--- src/rtl/fetch_pc_unit.sv ---
// -----------------------------------------------------------------------------
// fetch_pc_unit
//
// Program-counter unit for the IF stage of the pipelined MIPS core. It holds
// the fetch PC and selects the next PC each cycle. Sources, highest priority
// first:
//   exception entry (req), eret / branch-jump redirect, stall hold,
//   release of a buffered redirect, sequential increment.
//
// A redirect that arrives while the pipeline is stalled is parked in a
// one-entry buffer (state PEND). It is applied on the first unstalled edge,
// so a taken branch seen during a hazard is never lost.
//
// Optional feature, selected by the macro FETCH_PC_ADEL_CHECK_EN:
//   defined   - exc_adel flags a misaligned PC or a PC outside
//               [IMEM_BASE, IMEM_BASE+IMEM_SIZE).
//   undefined - exc_adel is tied low and no compare logic is built.
//
// Ports:
//   clk              in   clock
//   reset            in   synchronous, active-high reset
//   stall            in   hold the PC this cycle (hazard unit)
//   req              in   exception/interrupt taken -> HANDLER_VEC
//   eret             in   return from exception -> epc
//   epc              in   return target for eret
//   redirect_valid   in   branch/jump taken
//   redirect_target  in   branch/jump target
//   pc               out  current fetch PC (registered)
//   pc_plus4         out  pc + 4 (combinational, wraps)
//   pending          out  pending-redirect buffer occupied
//   exc_adel         out  fetch address error on the current pc
// -----------------------------------------------------------------------------
module fetch_pc_unit #(
    parameter int               WIDTH       = 32,
    parameter logic [WIDTH-1:0] RESET_VEC   = 32'h0000_3000,
    parameter logic [WIDTH-1:0] HANDLER_VEC = 32'h0000_4180,
    parameter logic [WIDTH-1:0] IMEM_BASE   = 32'h0000_3000,
    parameter logic [WIDTH-1:0] IMEM_SIZE   = 32'h0000_4000
) (
    input  logic             clk,
    input  logic             reset,
    input  logic             stall,
    input  logic             req,
    input  logic             eret,
    input  logic [WIDTH-1:0] epc,
    input  logic             redirect_valid,
    input  logic [WIDTH-1:0] redirect_target,
    output logic [WIDTH-1:0] pc,
    output logic [WIDTH-1:0] pc_plus4,
    output logic             pending,
    output logic             exc_adel
);

    typedef enum logic [0:0] {
        ST_IDLE = 1'b0,
        ST_PEND = 1'b1
    } state_t;

    state_t           state_reg,       state_next;
    logic [WIDTH-1:0] pc_reg,          pc_next;
    logic [WIDTH-1:0] pend_target_reg, pend_target_next;

    logic             redirect_any;
    logic [WIDTH-1:0] redirect_eff;
    logic [WIDTH-1:0] pc_inc;

    // eret wins over a simultaneous branch/jump redirect.
    assign redirect_any = eret | redirect_valid;
    assign redirect_eff = eret ? epc : redirect_target;

    // Plain WIDTH-bit add: wraps modulo 2^WIDTH.
    assign pc_inc = pc_reg + WIDTH'(4);

    // -------------------------------------------------------------------------
    // State register
    // -------------------------------------------------------------------------
    always_ff @(posedge clk) begin
        if (reset) begin
            state_reg       <= ST_IDLE;
            pc_reg          <= RESET_VEC;
            pend_target_reg <= '0;
        end else begin
            state_reg       <= state_next;
            pc_reg          <= pc_next;
            pend_target_reg <= pend_target_next;
        end
    end

    // -------------------------------------------------------------------------
    // Next-PC / next-state selection
    // -------------------------------------------------------------------------
    always_comb begin
        state_next       = state_reg;
        pc_next          = pc_reg;
        pend_target_next = pend_target_reg;

        if (req) begin
            // Exception entry overrides a stall and drops any parked target.
            pc_next    = HANDLER_VEC;
            state_next = ST_IDLE;
        end else if (redirect_any) begin
            if (stall) begin
                // Park the redirect; a newer one simply overwrites the older.
                pend_target_next = redirect_eff;
                state_next       = ST_PEND;
            end else begin
                // A fresh redirect supersedes whatever was parked.
                pc_next    = redirect_eff;
                state_next = ST_IDLE;
            end
        end else if (stall) begin
            // Hold everything, including a parked target.
            pc_next = pc_reg;
        end else begin
            case (state_reg)
                ST_PEND: begin
                    pc_next    = pend_target_reg;
                    state_next = ST_IDLE;
                end
                default: begin
                    pc_next = pc_inc;
                end
            endcase
        end
    end

    assign pc       = pc_reg;
    assign pc_plus4 = pc_inc;
    assign pending  = (state_reg == ST_PEND);

    // -------------------------------------------------------------------------
    // Fetch address-error check
    // -------------------------------------------------------------------------
`ifdef FETCH_PC_ADEL_CHECK_EN
    // Bounds are formed one bit wider than the PC so IMEM_BASE + IMEM_SIZE
    // cannot wrap and silently shrink the legal window.
    logic [WIDTH:0] pc_wide;
    logic [WIDTH:0] base_wide;
    logic [WIDTH:0] limit_wide;
    logic           misaligned;
    logic           below_base;
    logic           at_or_above_limit;

    assign pc_wide           = {1'b0, pc_reg};
    assign base_wide         = {1'b0, IMEM_BASE};
    assign limit_wide        = {1'b0, IMEM_BASE} + {1'b0, IMEM_SIZE};
    assign misaligned        = (pc_reg[1:0] != 2'b00);
    assign below_base        = (pc_wide < base_wide);
    assign at_or_above_limit = (pc_wide >= limit_wide);

    // Flag only; the PC keeps advancing and CP0 decides whether to raise req.
    assign exc_adel = misaligned | below_base | at_or_above_limit;
`else
    assign exc_adel = 1'b0;
`endif

endmodule

--- config.mk ---
export PLATFORM = sky130hd
export DESIGN_NAME = fetch_pc_unit
export DESIGN_NICKNAME = d
export VERILOG_FILES = /design/src/rtl/fetch_pc_unit.sv
export SDC_FILE = /design/constraint.sdc
export NUM_CORES = 1
export LEC_CHECK = 0
export BUFFER_PORTS_ARGS = -buffer_cell sky130_fd_sc_hd__buf_4
export CELL_PAD_IN_SITES_DETAIL_PLACEMENT = 0
export CELL_PAD_IN_SITES_GLOBAL_PLACEMENT = 2
export CORE_MARGIN = 2
export CORE_UTILIZATION = 26
export DETAILED_ROUTE_END_ITERATION = 12
export PLACE_DENSITY_LB_ADDON = 0.1
export SETUP_SLACK_MARGIN = 0.1
export SLEW_MARGIN = 20
export SYNTH_ARGS = -nofsm -noshare
export SYNTH_HDL_FRONTEND = slang
export SYNTH_SLANG_ARGS = --single-unit
--- constraint.sdc ---
create_clock -name clk -period 1.9 [get_ports clk]
set_input_delay 0.285 -clock clk [delete_from_list [all_inputs] [get_ports clk]]
set_output_delay 0.285 -clock clk [all_outputs]
set_load 0.03 [all_outputs]
Word level (Yosys, flattened, before mapping)
Index checks and enable logic that the tools add are counted.

word-level totals
  flip-flop bits (word level) = 65
  input bits = 70
  output and inout bits = 66
  logic and storage cells = 20

operators by class
  add/sub/neg operators = 1
  equal/unequal tests = 2
  multiplexer cells = 9
  bitwise gates (word level) = 2
  reduce and logical (&&, ||, !) cells = 2

operators by type and width
  operator               number
  $mux 32                5
  $add 32x3->32 const B  1
  $mux 15                1
  $ne 2x1->1 const B     2
  $mux 1                 3
  $reduce_and 3->1       1
  $reduce_or 2->1        1
  $not 1->1              1
  $or 1x1->1             1

Depth between registers and ports, before layout
Gate-level depths: netlist of run 1.

  depth after elaboration = 5
  gate-level depth with buffers = 7
  gate-level depth less buffers = 6

Least setup slack after synthesis of run 1
OpenSTA, ideal clock, no wires.

  path type = register to output
  start point = register pc_reg[15], in the netlist pc[15]
  end point = output port pc_plus4[29]
  data arrival time = 2.218 ns
  data required time = 1.615 ns
  path slack = -0.603 ns
  cell stages (with the launch flop) = 5
  path buffers = 0
  cells stage by stage = dfxtp_1 and4_4 nand4_4 or4_4 xnor2_1

between the ends
  word-level cells in the longest chain between the ends = 1

ends and longest elaborated chain
  what                    line  RTL
  start, declared         60    logic [WIDTH-1:0] pc_reg, pc_next;
  start signal, assigned  84    pc_reg <= pc_next;
  $add 32x3->32           72    assign pc_inc = pc_reg + WIDTH'(4);
  end, declared           49    output logic [WIDTH-1:0] pc_plus4,

Every way passes these cells.

Worst setup path after layout of run 1
  start point = register pc_reg[11], in the netlist pc[11]
  end point = output port pc_plus4[29]

Same word-level chain as after synthesis.

==> impl_metrics.env, run 1 <==
export IMPL_outcome="finished, violations left"
export IMPL_violations="setup timing"
export IMPL_cts_buffers=9
export IMPL_grt_max_degree=38
export IMPL_clkTransAtPathRegs_ns=0.06
export IMPL_holdWs_ns=0.245
export IMPL_ys_ff_latch=65
export IMPL_overflow=0
export IMPL_dp_final_hpwl_mm=13.6
export IMPL_drtAntennaViolNets=0
export IMPL_powerDensity_mw_per_mm2=609
export IMPL_viasPerCell=5.09
export IMPL_placed_area_mm2=0.00629
export IMPL_postSynthAreaPerCell_um2=8.18
export IMPL_reg2reg_depth=9
export IMPL_drive_gt1_frac=0.514
export IMPL_async_flop_share=0
export IMPL_slew_headroom=0.521
export IMPL_period_minus_slack_ns=2.23
export IMPL_min_path_cells=3
export IMPL_top_usage_layer="met2"
export IMPL_final_setup_viol_count=24
export IMPL_die_w_um=132
export IMPL_critical_path_class="reg -> out"
export IMPL_hold_viol_final=0
export IMPL_grt_met1_usage=0.298
export IMPL_die_area_mm2=0.0174
export IMPL_h_tree_depth=3
export IMPL_antenna_cells=0
export IMPL_ir_worst_vdd_mv=0.395
export IMPL_final_period_utilization=1.18
export IMPL_antenna_found_initial=0
export IMPL_syn_num_nets=591
export IMPL_synth_area_mm2=0.00425
export IMPL_crit_required_ns=1.62
export IMPL_hold_class="in -> reg"
export IMPL_final_util=0.471
export IMPL_hp_start="epc[0]"
export IMPL_row_count=46
export IMPL_nNetsFinal=821
export IMPL_worstPathMaxFanout=4
export IMPL_ios=136
export IMPL_core_mm2=0.0159
export IMPL_min_to="pend_target_reg[0]$_SDFFE_PP0P_"
export IMPL_cp_arrival_ns=1.95
export IMPL_grt_pass1_vias=4855
export IMPL_via_count=4940
export IMPL_maxSlewViolCount=0
export IMPL_routed_wirelength_mm=18.2
export IMPL_synth_edf_count=0
export IMPL_cts_tree="built"
export IMPL_clock_latency_ns=0.34
export IMPL_r2r_setup_slack_ns=-0.02
export IMPL_worstSetupEndpointType="primary output"
export IMPL_cts_num_sinks=65
export IMPL_timing_rr_start="pc[13]$_SDFFE_PP1P_"
export IMPL_pre_cts_slack_ns=-0.128
export IMPL_grt_use_met2=0.310
export IMPL_syn_inst=520
export IMPL_grtUsageTotal=0.205
export IMPL_ctsRootBufferMaster="clkbuf_16"
export IMPL_start_util=0.267
export IMPL_worst_slack_ns=-0.334
export IMPL_detail_route_wl_per_cell_um=18.7
export IMPL_final_area_mm2=0.00751
export IMPL_drt_pass1_iterations=5
export IMPL_die_h_um=132
export IMPL_rsz0062_at_grt="yes"
export IMPL_finalSetupTns_ns=-4.73
export IMPL_start_kind="register"
export IMPL_max_freq_ghz=0.448
export IMPL_largest_reg_flops=32
export IMPL_yosysWarnings=0
export IMPL_gp_congestion=0.876
export IMPL_cap_violations=0
export IMPL_synth_yosys_seq_area_share=0.306
export IMPL_power_leakage_nw=3.33
export IMPL_fin_worst_skew_ns=0.00857
export IMPL_drtIter0Drc=328
export IMPL_grt_pass1_wl_mm=28.0
export IMPL_drc=0
export IMPL_portBuffers=134
export IMPL_area_growth_pct=76.6
export IMPL_use_met3=0.0381
export IMPL_cts_max_path_buffers=2
export IMPL_ys_types=70
export IMPL_reg2reg_to="pc[18]$_SDFFE_PP0N_"
export IMPL_synth_ff_type="dfxtp_1"
export IMPL_worst_pin_slew_ns=0.717
metal layers:
| layer | part of all wire | up-vias |
|---|---|---|
| li1 | - | 2401 |
| met1 | 0.49 | 2388 |
| met2 | 0.45 | 139 |
| met3 | 0.052 | 12 |
| met4 | 0.0086 | 0 |
| met5 | 0 | - |
cells in the final DEF, fill, tap and decap left out, types with 5 or more instances in the layout:
cell type	count
buf_4	212
nor2_1	52
a21oi_1	25
nand4_1	7
o21ai_0	24
nand3_1	10
xnor2_4	8
a221oi_1	16
a211oi_1	35
dfxtp_4	18
nor3_1	8
nand2_4	5
nor4_4	6
buf_6	46
nand2_1	25
and3_4	5
clkbuf_16	9
nand2b_1	9
and4_4	5
xnor2_2	8
mux2i_1	35
inv_1	17
dfxtp_2	6
dfxtp_1	41
o211ai_1	5
per-stage QoR:
| stage | power (W) | std cells |
|---|---|---|
| after floorplan | 0.00205 | 520 |
| after global placement | 0.00252 | 914 |
| after detailed placement | 0.00253 | 914 |
| after CTS | 0.00458 | 958 |
| after global routing | 0.00476 | 971 |
| final | 0.00457 | 971 |
cells in the mapped netlist (all sizes together) (6+ instances only):
library cell,number,area share
nor2,56,0.049
xnor2,16,0.033
or2,7,0.010
nand2b,9,0.013
dfxtp,65,0.31
buf,11,0.015
nand3,15,0.018
a21oi,27,0.033
nor3,10,0.012
xor2,7,0.014
and3,6,0.0094
and4,6,0.014
a211oi,37,0.065
o21ai,26,0.031
a221oi,17,0.035
nand2,33,0.030
nor4,8,0.019
clkbuf,31,0.037
inv,19,0.017
mux2i,35,0.082
nand4,8,0.015
how the worst max path moves through the flow:
stage	slack, ns	start	depth (start not counted)	endpoint
global route	-0.38	pc[13]$_SDFFE_PP1P_	5	pc_plus4[29]
CTS	-0.34	pc[13]$_SDFFE_PP1P_	5	pc_plus4[27]
detailed placement	-0.13	eret	6	pc[18]$_SDFFE_PP0N_
finish	-0.33	pc[11]$_SDFFE_PP0N_	5	pc_plus4[29]
global placement	-0.09	eret	6	pc[18]$_SDFFE_PP0N_
floorplan	-0.15	pc[15]$_SDFFE_PP0N_	4	pc_plus4[29]
cells by family (layout without fill, tap and decap cells):
logic type,count (synthesis),after routing,synth area share
buffers and inverters,61,296,0.0688
muxes,35,35,0.0824
other,1,1,0.000882
and+or+nand+nor,172,172,0.213
DFF,65,65,0.306
xor gates and xnor gates,23,23,0.0474
AOI/OAI and AO/OA,162,162,0.279
adders and majority gates,1,1,0.00294
power by group:
| part | switching, W | leakage (nW) | internal (W) |
|---|---|---|---|
| sequential | 0.0000522 | 0.547 | 0.00143 |
| clock | 0.000653 | 0.164 | 0.00131 |
| combinational | 0.000613 | 2.61 | 0.000514 |
| total | 0.00132 | 3.33 | 0.00325 |
repair_timing:
item	CTS	global route
gates resized for setup	87	29
hold buffers	0	0
endpoints found under the hold margin	0	0
endpoints found under the setup margin	31	39
buffers inserted	28	16
pin swaps	39	33
area by class of cell:
type | instances | area [um2]
Multi-Input combinational cell | 394 | 3280
Sequential cell | 65 | 1380
Fill cell | 1556 | 8430
Inverter | 19 | 71.3
Timing Repair Buffer | 261 | 2170
Tap cell | 216 | 270
Clock inverter | 6 | 105
Clock buffer | 10 | 239
critical path: stages, from the launching register on:
cell and delay, ns:
dfxtp_4 0.36, and4_4 0.25, nand4_4 0.15, or4_4 0.56, xnor2_4 0.15, buf_6 0.14
Power figures use the tool's default switching activity.
==> run 2: changes to the inputs <==
Settings changed: GPL_ROUTABILITY_DRIVEN from default to 0.
Clock period 1.9 ns to 1.8 ns, I/O delays scaled along.
==> run 2 against run 1 <==
The flow still finishes with violations (setup timing). Largest cell class unchanged. Hold slack got worse by 0.040 ns. Worst setup slack got worse by 0.11 ns. Non-clock buffer count rose by 10. Critical path depth rose by 1. Power fell by 2.6%. Clock power fell by 15%. Clock skew fell by 0.00097 ns.
==> impl_metrics.env, run 2 (synthesis results as in run 1) <==
export IMPL_outcome="finished, violations left"
export IMPL_violations="setup timing"
export IMPL_core_mm2=0.0159
export IMPL_max_freq_ghz=0.446
export IMPL_drive_gt1_frac=0.536
export IMPL_grt_max_degree=37
export IMPL_hold_viol_final=0
export IMPL_crit_path_max_incr_delay_ns=0.34
export IMPL_hp_start="req"
export IMPL_largest_reg_flops=32
export IMPL_grt_pass1_wl_mm=28.6
export IMPL_drt_pass1_iterations=4
export IMPL_overflow=0
export IMPL_die_area_mm2=0.0174
export IMPL_reg2reg_to="pc[29]$_SDFFE_PP0N_"
export IMPL_final_setup_viol_count=32
export IMPL_viasPerCell=5.06
export IMPL_path_depth=6
export IMPL_die_h_um=132
export IMPL_cts_buffers=9
export IMPL_slowest_stage="dfxtp_4"
export IMPL_powerDensity_mw_per_mm2=576
export IMPL_start_util=0.267
export IMPL_stdcell_count=981
export IMPL_clkTransAtPathRegs_ns=0.06
export IMPL_worstSetupEndpointType="primary output"
export IMPL_worst_pin_slew_ns=0.724
export IMPL_crit_path_cell_trace="and4_4 > nand4_1 > buf_6 > o31a_1 > or2_4 > buf_6"
export IMPL_cts_num_sinks=65
export IMPL_ctsRootBufferMaster="clkbuf_16"
export IMPL_min_path_cells=2
export IMPL_antenna_cells=0
export IMPL_nNetsFinal=831
export IMPL_drc=0
export IMPL_worst_slack_ns=-0.440
export IMPL_routed_wirelength_mm=18.3
export IMPL_antenna_found_initial=0
export IMPL_cp_arrival_ns=1.97
export IMPL_worstPathMaxFanout=5
export IMPL_clock_latency_ns=0.34
export IMPL_ios=136
export IMPL_cp_common_cell="buf_6"
export IMPL_reg2reg_depth=8
export IMPL_cts_max_path_buffers=2
export IMPL_slew_headroom=0.515
export IMPL_h_tree_depth=3
export IMPL_portBuffers=134
export IMPL_final_period_utilization=1.24
export IMPL_ir_worst_vdd_mv=0.429
export IMPL_area_growth_pct=81.7
export IMPL_fin_worst_skew_ns=0.00759
export IMPL_dp_final_hpwl_mm=13.6
export IMPL_critical_path_class="reg -> out"
export IMPL_power_total_w=0.00445
export IMPL_cap_violations=0
export IMPL_maxSlewViolCount=0
export IMPL_cp_startpoint="pc[17]$_SDFFE_PP0N_"
export IMPL_r2r_setup_slack_ns=-0.25
export IMPL_layout_commonest_cell="buf_4"
export IMPL_row_count=46
export IMPL_detail_route_wl_per_cell_um=18.7
export IMPL_grtUsageTotal=0.211
export IMPL_start_kind="register"
export IMPL_mostFrequentLayoutCells="buf_4, buf_6, nor2_1"
export IMPL_hold_class="in -> reg"
export IMPL_numPlacedInstances=927
export IMPL_drtIter0Drc=262
export IMPL_via_count=4963
export IMPL_crit_required_ns=1.53
export IMPL_power_leakage_nw=3.37
export IMPL_cts_tree="built"
export IMPL_path_buf_inv=2
export IMPL_min_to="pc[12]$_SDFFE_PP1P_"
export IMPL_rsz0062_at_grt="yes"
export IMPL_timing_rr_start="pc[17]$_SDFFE_PP0N_"
export IMPL_period_minus_slack_ns=2.24
export IMPL_die_w_um=132
export IMPL_drtAntennaViolNets=0
export IMPL_path_delay_family="simple AND/OR/NAND/NOR gates"
export IMPL_grt_pass1_vias=4963
[run 2: metrics by stage]
stage	setup slack [ns]	util	TNS [ns]	hold slack (ns)	cell area (um2)
2_1_floorplan	-0.234	-	-1.19	0.397	4630
3_3_place_gp	-0.145	0.406	-1.22	0.485	6470
3_5_place_dp	-0.140	0.406	-1.11	0.488	6470
4_1_cts	-0.423	0.464	-7.50	0.179	7400
5_1_grt	-0.487	0.485	-10.39	0.207	7730
6_report	-0.440	0.485	-8.02	0.205	7730
[run 2: worst max-delay path by stage]
stage	endpoint	slack [ns]
after floorplan	pc_plus4[29]	-0.23
after global placement	pc_plus4[31]	-0.15
after detailed placement	pc_plus4[31]	-0.14
after CTS	pc_plus4[29]	-0.42
after global routing	pc_plus4[29]	-0.49
final	pc_plus4[23]	-0.44
[run 2: repair_timing]
action	CTS	global route
gates cloned	0	0
setup endpoints to repair	39	46
setup buffers	27	22
hold buffers	0	0
resized for setup	98	44
pin swaps	45	41
[run 2: report_power, final]
part	total [W]	leakage, nW	internal, W	switching, W
combinational	0.00123	2.69	0.000558	0.000669
sequential	0.00156	0.548	0.00151	0.0000527
clock	0.00166	0.137	0.000994	0.000668
total	0.00445	3.37	0.00306	0.00139
[run 2: area by class of cell]
class	instances	area, um2
Timing Repair Buffer	271	2320
Clock inverter	4	17.5
Inverter	19	71.3
Clock buffer	12	256
Tap cell	216	270
Multi-Input combinational cell	394	3420
Sequential cell	65	1380
Fill cell	1540	8210
[run 2: layer usage]
metal	share of wire	GRT usage	vias up	wire length, um
met1	0.50	0.307	2377	9100
met3	0.041	0.0292	28	742
met2	0.44	0.315	134	8070
met4	0.022	0.0791	0	400
met5	0	0	-	0
li1	-	-	2424	-
==> run 3: changes to the inputs <==
Clock period 1.8 ns to 2 ns, I/O delays scaled along.
==> run 3 against run 2 <==
The flow still finishes with violations (setup timing). Clock power is 17% higher. Combinational power is 17% lower. Design area is 4.3% lower. Routed wire length is 3.0% lower. Power is 1.5% lower. Via count is 3.3% lower. Register-to-register slack better by 0.33 ns. Clock skew is 0.0016 ns lower. Critical path depth is 1 lower. Global-route usage is 1.0 points lower. Critical path type unchanged.
==> impl_metrics.env, run 3 (synthesis results as in run 1) <==
export IMPL_antenna_found_initial=0
export IMPL_p_int_w=0.00315
export IMPL_h_tree_depth=3
export IMPL_cts_num_sinks=65
export IMPL_worst_slack_ns=-0.294
export IMPL_switching_share=0.281
export IMPL_switchingPower_w=0.00123
export IMPL_rsz0062_at_grt="yes"
export IMPL_layout_commonest_cell="buf_4"
export IMPL_largest_reg_flops=32
export IMPL_powerDensity_mw_per_mm2=592
export IMPL_hold_viol_final=0
export IMPL_cts_hold_buffers=0
export IMPL_dp_final_hpwl_mm=13.0
export IMPL_finalSetupTns_ns=-3.74
export IMPL_cts_buffers=9
export IMPL_drt_pass1_iterations=4
export IMPL_p_clk_frac=0.445
export IMPL_die_area_mm2=0.0174
export IMPL_final_period_utilization=1.15
export IMPL_crit_required_ns=1.70
export IMPL_clkTransAtPathRegs_ns=0.06
export IMPL_core_mm2=0.0159
export IMPL_maxSlewViolCount=0
export IMPL_antenna_cells=0
export IMPL_detail_route_wl_per_cell_um=18.6
export IMPL_critical_path_class="reg -> out"
export IMPL_mostFrequentLayoutCells="buf_4, nor2_1, buf_6"
export IMPL_ctsRootBufferMaster="clkbuf_16"
export IMPL_max_freq_ghz=0.436
export IMPL_overflow=0
export IMPL_top_usage_layer="met2"
export IMPL_ir_worst_vdd_mv=0.431
export IMPL_via_count=4798
export IMPL_worst_pin_slew_ns=0.672
export IMPL_viasPerCell=5.02
export IMPL_die_h_um=132
export IMPL_cts_max_path_buffers=2
export IMPL_start_util=0.267
export IMPL_fin_worst_skew_ns=0.00603
export IMPL_drtIter0Drc=288
export IMPL_worstPathMaxFanout=5
export IMPL_grt_max_degree=51
export IMPL_area_growth_pct=73.9
export IMPL_violations="setup timing"
export IMPL_clock_latency_ns=0.34
export IMPL_worstSetupEndpointType="primary output"
export IMPL_drive_gt1_frac=0.505
export IMPL_drc=0
export IMPL_slew_headroom=0.551
export IMPL_ios=136
export IMPL_seq_power_share=0.323
export IMPL_n_fill_cell=1580
export IMPL_period_minus_slack_ns=2.29
export IMPL_r2r_setup_slack_ns=0.08
export IMPL_use_met3=0.0388
export IMPL_routed_wirelength_mm=17.8
export IMPL_cap_violations=0
export IMPL_hold_class="in -> reg"
export IMPL_grt_met1_usage=0.284
export IMPL_cts_tree="built"
export IMPL_nNetsFinal=806
export IMPL_row_count=46
export IMPL_power_leakage_nw=3.19
export IMPL_grtUsageTotal=0.201
export IMPL_outcome="finished, violations left"
export IMPL_portBuffers=134
export IMPL_final_setup_viol_count=22
export IMPL_drtAntennaViolNets=0
export IMPL_final_util=0.464
export IMPL_start_kind="register"
export IMPL_die_w_um=132
export IMPL_grt_pass1_wl_mm=27.4
export IMPL_grt_pass1_vias=4804
export IMPL_grt_use_met2=0.311
export IMPL_cp_arrival_ns=1.99
export IMPL_comb_power_share=0.232
run 3: cell types whose count changed in the layout (fill, tap and decap cells not counted), sizes merged:
cell | before | now
clkinv | 4 | 3
buf | 271 | 246
clkbuf | 12 | 9
bufinv | 0 | 4
run 3: layout make-up:
cell class | instances | area (um2) | area share
clock inverter | 7 | 133 | 0.0179
tap | 216 | 270 | 0.0365
clock buffer | 9 | 225 | 0.0304
timing repair buffer | 246 | 2080 | 0.281
multi-input combinational | 394 | 3250 | 0.439
sequential | 65 | 1370 | 0.186
inverter | 19 | 71.3 | 0.00964
run 3: layer usage:
metal | vias to the layer above | routed length, um
met5 | - | 0
met1 | 2273 | 8420
met4 | 0 | 280
met3 | 19 | 1110
li1 | 2378 | -
met2 | 128 | 7950
run 3: final timing paths:
check	to	from	cells past startpoint
max	pc_plus4[25]	pc[17]$_SDFFE_PP0N_	5
max reg2reg	pc[14]$_SDFFE_PP0P_	pc[2]$_SDFFE_PP0N_	8
min	pc[12]$_SDFFE_PP1P_	req	2
min reg2reg	pend_target_reg[4]$_SDFFE_PP0P_	pend_target_reg[4]$_SDFFE_PP0P_	2
run 3: repair_timing:
| item | CTS | global route |
|---|---|---|
| endpoints found under the setup margin | 28 | 34 |
| setup buffers | 35 | 21 |
| pin swaps | 38 | 37 |
| gates resized for setup | 88 | 40 |
| hold endpoints to repair | 0 | 0 |
run 3: through the flow:
stage	hold WS (ns)	area (um2)	worst slack (ns)	std cells	total power [W]
after detailed placement	0.489	6050	-0.00628	890	0.00236
after CTS	0.221	7090	-0.324	941	0.00439
after global routing	0.232	7400	-0.346	956	0.00457
after floorplan	0.427	4490	-0.0642	520	0.00194
after global placement	0.484	6050	0.0231	890	0.00236
final	0.233	7400	-0.294	956	0.00438
run 3: power groups by stage:
stage / clock network [W] / registers (W) / logic, W
floorplan: 0 / 0.00150 / 0.000442
global placement: 0 / 0.00144 / 0.000918
detailed placement: 0 / 0.00144 / 0.000921
CTS: 0.00198 / 0.00141 / 0.000993
global route: 0.00205 / 0.00143 / 0.00109
finish: 0.00195 / 0.00142 / 0.00102
run 3: worst max-delay path, stage by stage, from the launching register on:
cell     delay [ns]
dfxtp_4        0.34
and4_4         0.26
nand4_4        0.15
o41a_2         0.52
or2_4          0.25
buf_6          0.14
